--- src/rtl/elevator_if.sv ---
`default_nettype none
// ============================================================================
//  Module   : elevator_if
//  Purpose  : Request buttons in, floor/door/status out, between the button
//             debouncer and the elevator controller.
//  Revision : 1.0  initial release
// ============================================================================
interface elevator_if;
   logic [3:0] req;
   logic [1:0] floorSel;
   logic       door;
   logic       moving;
   logic       dir_up;
   logic [3:0] pending;

   modport master (
      output req,
      input  floorSel, door, moving, dir_up, pending
   );

   modport slave (
      input  req,
      output floorSel, door, moving, dir_up, pending
   );
endinterface
`default_nettype wire

--- src/rtl/elevator_controller.sv ---
`default_nettype none
// ============================================================================
//  Module   : elevator_controller
//  Purpose  : Four-floor sweep-order elevator: latches requests, travels one
//             floor per MOVE_CYCLES clocks, holds the door DOOR_CYCLES clocks.
//  Revision : 1.0  initial release
// ============================================================================
module elevator_controller #(
   parameter int MOVE_CYCLES = 4,
   parameter int DOOR_CYCLES = 6,
   parameter int CNT_W       = 8
) (
   input  wire logic   clk,
   input  wire logic   reset,
   elevator_if.slave   bus
);

   typedef enum logic [1:0] {
      S_IDLE      = 2'd0,
      S_MOVE_UP   = 2'd1,
      S_MOVE_DOWN = 2'd2,
      S_DOOR_OPEN = 2'd3
   } state_t;

   localparam logic [3:0]       c_ABOVE0   = 4'b1110;
   localparam logic [CNT_W-1:0] c_MOVE_END = CNT_W'(MOVE_CYCLES - 1);
   localparam logic [CNT_W-1:0] c_DOOR_END = CNT_W'(DOOR_CYCLES - 1);

   state_t           r_state, w_state_nxt;
   logic [1:0]       r_floor, w_floor_nxt;
   logic [CNT_W-1:0] r_timer, w_timer_nxt;
   logic             r_dir_up, w_dir_up_nxt;
   logic [3:0]       r_pending, w_pending_nxt;
   logic             r_door, r_moving;

   logic [3:0] w_req_pend, w_here, w_above, w_below, w_serve;
   logic [1:0] w_floor_step;
   logic [3:0] w_here_step, w_ahead_step;
   logic       w_going_up, w_at_limit;

   assign w_req_pend   = r_pending | bus.req;
   assign w_here       = 4'b0001 << r_floor;
   assign w_above      = c_ABOVE0 << r_floor;
   assign w_below      = ~(w_above | w_here);

   // Arrival-floor view used on the edge that completes one floor of travel
   assign w_going_up   = (r_state == S_MOVE_UP);
   assign w_at_limit   = w_going_up ? (r_floor == 2'd3) : (r_floor == 2'd0);
   assign w_floor_step = w_going_up ? (r_floor + 2'd1) : (r_floor - 2'd1);
   assign w_here_step  = 4'b0001 << w_floor_step;
   assign w_ahead_step = w_going_up ? (c_ABOVE0 << w_floor_step)
                                    : ~((c_ABOVE0 << w_floor_step) | w_here_step);

   always_comb begin
      w_state_nxt  = r_state;
      w_floor_nxt  = r_floor;
      w_timer_nxt  = r_timer;
      w_dir_up_nxt = r_dir_up;
      w_serve      = 4'b0000;

      case (r_state)
         S_IDLE: begin
            w_timer_nxt = '0;
            // Direction flips only when work waits behind; an empty building keeps the last sweep
            if (|(w_req_pend & w_here)) begin
               w_state_nxt = S_DOOR_OPEN;
            end else if (r_dir_up && |(r_pending & w_above)) begin
               w_state_nxt = S_MOVE_UP;
            end else if (!r_dir_up && |(r_pending & w_below)) begin
               w_state_nxt = S_MOVE_DOWN;
            end else if (|(r_pending & w_above)) begin
               w_state_nxt  = S_MOVE_UP;
               w_dir_up_nxt = 1'b1;
            end else if (|(r_pending & w_below)) begin
               w_state_nxt  = S_MOVE_DOWN;
               w_dir_up_nxt = 1'b0;
            end
         end

         S_MOVE_UP, S_MOVE_DOWN: begin
            if (w_at_limit) begin
               w_state_nxt = S_IDLE;
               w_timer_nxt = '0;
            end else if (r_timer == c_MOVE_END) begin
               w_timer_nxt = '0;
               w_floor_nxt = w_floor_step;
               if (|(w_req_pend & w_here_step))
                  w_state_nxt = S_DOOR_OPEN;
               else if (!(|(w_req_pend & w_ahead_step)))
                  w_state_nxt = S_IDLE;
            end else begin
               w_timer_nxt = r_timer + 1'b1;
            end
         end

         S_DOOR_OPEN: begin
            if (bus.req[r_floor]) begin
               w_timer_nxt = '0;
            end else if (r_timer == c_DOOR_END) begin
               w_state_nxt = S_IDLE;
               w_timer_nxt = '0;
            end else begin
               w_timer_nxt = r_timer + 1'b1;
            end
         end

         default: begin
            w_state_nxt = S_IDLE;
            w_timer_nxt = '0;
         end
      endcase

      if (w_state_nxt == S_DOOR_OPEN)
         w_serve = 4'b0001 << w_floor_nxt;
      if (r_state == S_DOOR_OPEN)
         w_serve = w_serve | w_here;
      w_pending_nxt = w_req_pend & ~w_serve;
   end

   always_ff @(posedge clk or posedge reset) begin
      if (reset) begin
         r_state   <= S_IDLE;
         r_floor   <= 2'd0;
         r_timer   <= '0;
         r_dir_up  <= 1'b1;
         r_pending <= 4'b0000;
         r_door    <= 1'b0;
         r_moving  <= 1'b0;
      end else begin
         r_state   <= w_state_nxt;
         r_floor   <= w_floor_nxt;
         r_timer   <= w_timer_nxt;
         r_dir_up  <= w_dir_up_nxt;
         r_pending <= w_pending_nxt;
         r_door    <= (w_state_nxt == S_DOOR_OPEN);
         r_moving  <= (w_state_nxt == S_MOVE_UP) || (w_state_nxt == S_MOVE_DOWN);
      end
   end

   assign bus.floorSel = r_floor;
   assign bus.door     = r_door;
   assign bus.moving   = r_moving;
   assign bus.dir_up   = r_dir_up;
   assign bus.pending  = r_pending;

endmodule
`default_nettype wire

--- src/flat_wrapper.sv ---
// flat-port wrapper written by rule: the top's interface ports become plain ports
module elevator_controller_flat 
#(
   parameter int MOVE_CYCLES = 4,
   parameter int DOOR_CYCLES = 6,
   parameter int CNT_W       = 8
)
  (clk, reset, bus_req, bus_floorSel, bus_door, bus_moving, bus_dir_up, bus_pending);
  elevator_if bus_i ();
  input  wire logic clk;
  input  wire logic reset;
  input wire logic [$bits(bus_i.req)-1:0] bus_req;
  output wire logic [$bits(bus_i.floorSel)-1:0] bus_floorSel;
  output wire logic [$bits(bus_i.door)-1:0] bus_door;
  output wire logic [$bits(bus_i.moving)-1:0] bus_moving;
  output wire logic [$bits(bus_i.dir_up)-1:0] bus_dir_up;
  output wire logic [$bits(bus_i.pending)-1:0] bus_pending;
  assign bus_i.req = bus_req;
  assign bus_floorSel = bus_i.floorSel;
  assign bus_door = bus_i.door;
  assign bus_moving = bus_i.moving;
  assign bus_dir_up = bus_i.dir_up;
  assign bus_pending = bus_i.pending;
  elevator_controller #(.MOVE_CYCLES(MOVE_CYCLES), .DOOR_CYCLES(DOOR_CYCLES), .CNT_W(CNT_W)) u_core (.clk(clk), .reset(reset), .bus(bus_i));
endmodule
--- config.mk ---
export PLATFORM = sky130hd
export DESIGN_NAME = elevator_controller_flat
export DESIGN_NICKNAME = d
export VERILOG_FILES = /design/src/rtl/elevator_if.sv /design/src/rtl/elevator_controller.sv /design/src/flat_wrapper.sv
export SDC_FILE = /design/constraint.sdc
export NUM_CORES = 1
export LEC_CHECK = 0
export BUFFER_PORTS_ARGS = -buffer_cell sky130_fd_sc_hd__buf_2
export CAP_MARGIN = 30
export CORE_UTILIZATION = 55
export DETAILED_ROUTE_END_ITERATION = 10
export PLACE_DENSITY = 0.73
export SYNTH_ARGS = -nofsm -noshare
export SYNTH_HDL_FRONTEND = slang
export SYNTH_SLANG_ARGS = --single-unit
--- constraint.sdc ---
create_clock -name clk -period 3.4 [get_ports clk]
set_input_delay 0.17 -clock clk [delete_from_list [all_inputs] [get_ports clk]]
set_output_delay 0.17 -clock clk [all_outputs]
set_load 0.01 [all_outputs]
Word-level counts from Yosys, hierarchy flattened
Index checks and enable logic that the tools add are counted.
{"block": "totals", "word_cells": 84, "out_inout_bits": 9, "register_bits": 19, "input_bits": 6}
{"block": "op_classes", "n_shift": 5, "eq_ne": 9, "magnitude_cmp": 1, "reduce_logical": 14, "add_sub_neg": 3, "bitwise": 16, "muxes": 29}
{"cell": "8-bit 2-to-1 mux", "n": 4}
{"cell": "2-bit 2-to-1 mux", "n": 15}
{"cell": "4-bit AND", "n": 6}
{"cell": "8-bit one-hot mux with 3 select lines", "n": 1}
{"cell": "4-bit OR reduction", "n": 5}
{"cell": "4-bit bitwise OR", "n": 4}
{"cell": "4-bit 2-to-1 mux", "n": 3}
{"cell": "4-bit inverter", "n": 3}
{"cell": "1-bit by 2-bit << shifter with 4-bit output (first input constant)", "n": 3}
{"cell": "2-bit equality test (second input constant)", "n": 5}
{"cell": "8-bit by 1-bit adder with 8-bit output (second input constant)", "n": 1}
{"cell": "8-bit by 2-bit equality test with 1-bit output (second input constant)", "n": 1}
{"cell": "8-bit by 3-bit equality test with 1-bit output (second input constant)", "n": 1}
{"cell": "4-bit by 2-bit << shifter with 4-bit output (first input constant)", "n": 2}
{"cell": "2-bit one-hot mux with 3 select lines", "n": 1}
{"cell": "5-bit AND reduction", "n": 1}
{"cell": "2-bit by 1-bit equality test with 1-bit output (second input constant)", "n": 2}
{"cell": "2-bit logical NOT", "n": 2}
{"cell": "1-bit 2-to-1 mux", "n": 4}
{"cell": "2-bit by 3-bit < comparator with 1-bit output (second input constant)", "n": 1}
{"cell": "1-bit inverter", "n": 3}
{"cell": "2-bit by 1-bit adder with 2-bit output (second input constant)", "n": 1}
{"cell": "1-bit binary-select mux with 2-bit select", "n": 1}
{"cell": "1-bit logical AND", "n": 2}
{"cell": "5 further kinds", "n": 5}

Logic depth before layout (Yosys ltp)
{"block": "depth", "depth_word": 19, "mapped_depth": 15, "depth_no_buf": 14}

Least setup slack after synthesis
Ideal clock, no wire load.
{"block": "synth_path", "path_type": "register to register", "start": "register u_core.r_state[1]", "end": "register u_core.r_pending[3], in the netlist u_core.bus.pending[3]", "path_stages_with_launch": 15, "setup_ps": 143, "arrival_ps": 2684, "t_required_ps": 3257, "synth_period_minus_slack_ps": 2827, "setup_slack_ps": 573, "n_path_buf": 1, "path_cell_list": "dfrtp_1 -> inv_1 -> ha_1 -> clkbuf_1 -> xnor2_1 -> ha_1 -> inv_1 -> o2111ai_1 -> a221oi_1 -> o211ai_1 -> a21boi_1 -> ha_1 -> nand2_1 -> o31ai_1 -> a31oi_1"}
{"block": "synth_between", "elab_chain_len": 19, "word_cells_on_any_way": 38, "classes_between": "eq/ne: 4; shift: 3; mux: 20; bitwise: 7; reduce/logical: 4"}
{"element": "from (decl)", "line": "elevator_controller.sv:29", "rtl": "state_t r_state, w_state_nxt;"}
{"element": "from (signal assigned)", "line": "elevator_controller.sv:130", "rtl": "r_state <= w_state_nxt;"}
{"element": "2-bit by 1-bit equality test with 1-bit output", "line": "elevator_controller.sv:47, elevator_controller.sv:61"}
{"element": "2-bit 2-to-1 mux", "line": "elevator_controller.sv:49", "rtl": "assign w_floor_step = w_going_up ? (r_floor + 2'd1) : (r_floor - 2'd1);"}
{"element": "4-bit by 2-bit << shifter with 4-bit output / 1-bit by 2-bit << shifter with 4-bit output (equally long branches)", "line": "elevator_controller.sv:51, elevator_controller.sv:52, elevator_controller.sv:50"}
{"element": "4-bit bitwise OR", "line": "elevator_controller.sv:52", "rtl": ": ~((c_ABOVE0 << w_floor_step) | w_here_step);"}
{"element": "4-bit inverter", "line": "elevator_controller.sv:52"}
{"element": "4-bit 2-to-1 mux", "line": "elevator_controller.sv:51", "rtl": "assign w_ahead_step = w_going_up ? (c_ABOVE0 << w_floor_step)"}
{"element": "4-bit AND", "line": "elevator_controller.sv:89", "rtl": "else if (!(|(w_req_pend & w_ahead_step)))"}
{"element": "4-bit OR reduction", "line": "elevator_controller.sv:89"}
{"element": "[... 5 more ...]"}
{"element": "via u_core.w_state_nxt[0]", "line": "elevator_controller.sv:29"}
{"element": "2-bit equality test (*)", "line": "elevator_controller.sv:113", "rtl": "if (w_state_nxt == S_DOOR_OPEN)"}
{"element": "4-bit 2-to-1 mux (*)", "line": "elevator_controller.sv:113"}
{"element": "4-bit bitwise OR", "line": "elevator_controller.sv:116", "rtl": "w_serve = w_serve | w_here;"}
{"element": "4-bit 2-to-1 mux (*)", "line": "elevator_controller.sv:115", "rtl": "if (r_state == S_DOOR_OPEN)"}
{"element": "4-bit inverter (*)", "line": "elevator_controller.sv:117", "rtl": "w_pending_nxt = w_req_pend & ~w_serve;"}
{"element": "4-bit AND (*)", "line": "elevator_controller.sv:117"}
{"element": "via u_core.w_pending_nxt[3]", "line": "elevator_controller.sv:33", "rtl": "logic [3:0] r_pending, w_pending_nxt;"}
{"element": "to (signal assigned)", "line": "elevator_controller.sv:134", "rtl": "r_pending <= w_pending_nxt;"}
{"element": "to (decl)", "line": "elevator_controller.sv:33"}
Mark *: on every way through the listed nets, which the timed path passes. The rest lies on a longest branch.
A chain may end at the register's enable or synchronous reset.

Worst setup path after layout
Ends and elaborated chain as after synthesis.

==> impl_metrics.csv <==
group,metric,value,unit
route,drt-met1-wl,1.418,mm
sta,min_period_over_period,0.9113,
synthesis,synth_cells,152,
critical_path,required,3.59,ns
floorplanning,initial_core_util,0.6095,
synthesis,synth_warnings,0,
place,numPortBuffers,14,
sta,whs,0.2837,ns
cts,cts_buffers,3,
place,pre_cts_slack,0.2651,ns
critical_path,crit_arrival,3.29,ns
finish,area_growth,9.116,%
floorplanning,die_area,2752,µm²
cts,cts.path.max_buffers,2,
sta,slew_headroom,0.5082,
place,place_congestion,0.9170,
global_route,grt_pass1_wl,5.264,mm
cts,clk_pin_slew_worst_paths,0.12,ns
power,totalPowerFinal,1.303,mW
global_route,grt_max_degree,20,
cts,cts_num_sinks,19,
status,status,"finished clean",
run,maxCapViolations,0,
hold_path,hold_path.class,"in2reg",
synthesis,yosys_register_bits,19,
finish,final_common_cell,"dfrtp_1",
critical_path,critPathTopFamily,"compound AO/OA/AOI/OAI gates",
global_route,gr-total-overflow,0,
finish,layout.nets,187,
place,dp_hpwl,2.343,mm
finish,layout-drive-gt1-share,0.2321,
synthesis,synth_area_per_cell,9.211,µm²
floorplanning,core_area,2297,µm²
sta,tightest_slew,0.7369,ns
route,highest_layer,"met4",
cts,clk_latency,0.31,ns
global_route,first_global_vias,1156,
power,peakVddDrop,0.5865,mV
critical_path,cp_slowest_stage_delay,0.43,ns
power,p_per_area,852.6,nW/µm²
sta,rsz0062_at_grt,"no",
route,viasPerCell,6.281,
route,routed-wl-met2,1.453,mm
floorplanning,dieHeight,52.46,µm
critical_path,crit_fanout,11,
cts,post_cts_buffers,0,
synthesis,ys_seq_area_frac,0.3405,
floorplanning,rows,17,
power,p_leak,0.6413,nW
critical_path,crit_path_end_kind,"flop",
sta,fin_skew,0.007103,ns
sta,period_needed,3.098,ns
global_route,antenna_found_initial,0,
finish,layout_common_cells,"18 x dfrtp_1, 14 x nor2_1, 14 x buf_2",
synthesis,async_flop_share,1.000,
finish,utilization,0.6650,
finish,n_antenna_cell,0,
route,ant_nets,0,
cts,htreeDepth,1,
floorplanning,io_pins,15,
route,vias,1231,
route,dr.pass1.iters,4,
cts,cts-root-buf,"clkbuf_4",
route,drtIter0Drc,57,
route,drt-wirelength-per-cell,15.96,µm
global_route,track_usage,0.2629,
route,routed_wl,3.129,mm
sta,finalSetupViolCount,0,
critical_path,crit_type,"reg2reg",
critical_path,crit_buf_inv,2,
cts,cts_tree,"done",
critical_path,start_kind,"flop",
floorplanning,die_w,52.46,µm
route,wl_met3,184,µm
route,drc,0,
synthesis,synth_cell_type_count,50,
synthesis,synth_edf_count,0,
sta,finalWorstSetupSlack,0.3016,ns
critical_path,path_cells,"inv_1 > ha_2 > xnor2_1 > ha_1 > inv_1 > o2111ai_1 > a221oi_1 > o211ai_1 > a21boi_1 > ha_1 > nand2_1 > o31ai_1 > a31oi_1",
synthesis,synth.cell_area,1400,µm²
critical_path,cp_slowest_cell,"dfrtp_1",
sta,tns,0,ns
sta,drv_slew,0,
synthesis,syn-num-nets,170,
sta,max_freq,322.7,MHz
synthesis,synth_top_flop_cell,"dfrtp_1",
sta,hold_violations,0,
-- registers in the layout (all words and copies together), names as in the netlist --
name                 count
u_core.r_timer           8
u_core.bus.floorSel      2
u_core.bus.dir_up        1
u_core.r_state           2
u_core.bus.moving        1
u_core.bus.door          1
u_core.bus.pending       4
-- power by group --
group          switching [mW]  total (mW)  internal, mW
registers              0.0714       0.364         0.293
logic                   0.491       0.818         0.327
clock network          0.0743       0.120        0.0458
-- stage by stage --
step / instances / area [µm²]
floorplan: 152 / 1400
detailed placement: 191 / 1489
global placement: 191 / 1489
global route: 196 / 1528
finish: 196 / 1528
CTS: 196 / 1525
-- worst paths after layout --
| kind | slack [ns] | startpoint | depth (start not counted) | endpoint |
|---|---|---|---|---|
| setup / recovery | 0.30 | u_core.r_state[1]$_DFF_PP0_ | 13 | u_core.bus.pending[3]$_DFF_PP0_ |
| hold / removal | 0.28 | bus_req[1] | 3 | u_core.bus.pending[1]$_DFF_PP0_ |
| setup reg to reg | 0.30 | u_core.r_state[1]$_DFF_PP0_ | 13 | u_core.bus.pending[3]$_DFF_PP0_ |
| hold reg to reg | 0.54 | u_core.r_timer[0]$_DFF_PP0_ | 1 | u_core.r_timer[0]$_DFF_PP0_ |
| max in group asynchronous | 2.42 | reset | 3 | u_core.bus.door$_DFF_PP0_ |
| min in group asynchronous | 0.52 | reset | 3 | u_core.r_state[1]$_DFF_PP0_ |
-- per-layer routing --
metal,GRT usage,vias to the layer above
li1,-,586
met1,0.3665,587
met2,0.4008,50
met3,0.05217,8
met4,0.09649,0
met5,0,-
-- Yosys cell counts (all sizes together) (2+ instances only) --
master / n / area share
o21ai: 7 / 0.025
a221oi: 3 / 0.023
and3: 2 / 0.0089
a31oi: 6 / 0.027
mux4: 2 / 0.032
inv: 9 / 0.024
nor2b: 2 / 0.0089
and2: 2 / 0.0098
nor2: 22 / 0.073
o21a: 3 / 0.016
buf: 4 / 0.020
o22ai: 3 / 0.013
nand2: 9 / 0.024
o31ai: 2 / 0.011
nor4: 2 / 0.0089
xnor2: 3 / 0.019
dfrtp: 18 / 0.32
xor2: 4 / 0.025
or2: 2 / 0.0089
nand3: 9 / 0.032
a21oi: 4 / 0.014
ha: 12 / 0.11
-- timing repair --
action / CTS / global route
resized for setup: 0 / 1
hold endpoints to repair: 13 / 0
endpoints found under the setup margin: 0 / 1
hold buffers: 1 / 0
-- tightest hold or removal path: cells and delay by family --
family,cells,cell delay [ns]
buffers and inverters,1,0.11
AND/OR/NAND/NOR,1,0.08
AO/OA/AOI/OAI,1,0.18
-- cell families after synthesis --
family / Yosys count / synth area share
XOR/XNOR: 7 / 0.04379
buffers and inverters: 14 / 0.04646
multiplexers: 3 / 0.03932
adder cells (fa/ha/maj): 12 / 0.1072
AND/OR/NAND/NOR: 56 / 0.2073
flip-flops: 19 / 0.3405
AO/OA/AOI/OAI: 41 / 0.2154
-- area by class of cell --
type                    instances  area (µm²)
fillers                       195       769.5
repair buffers                 17       95.09
clock buffers                   4       26.28
flip-flops and latches         19       476.7
multi-input cells             119       860.8
well taps                      28       35.03
inverters                       9       33.78
Note: power is estimated with default switching activity, not from simulation.
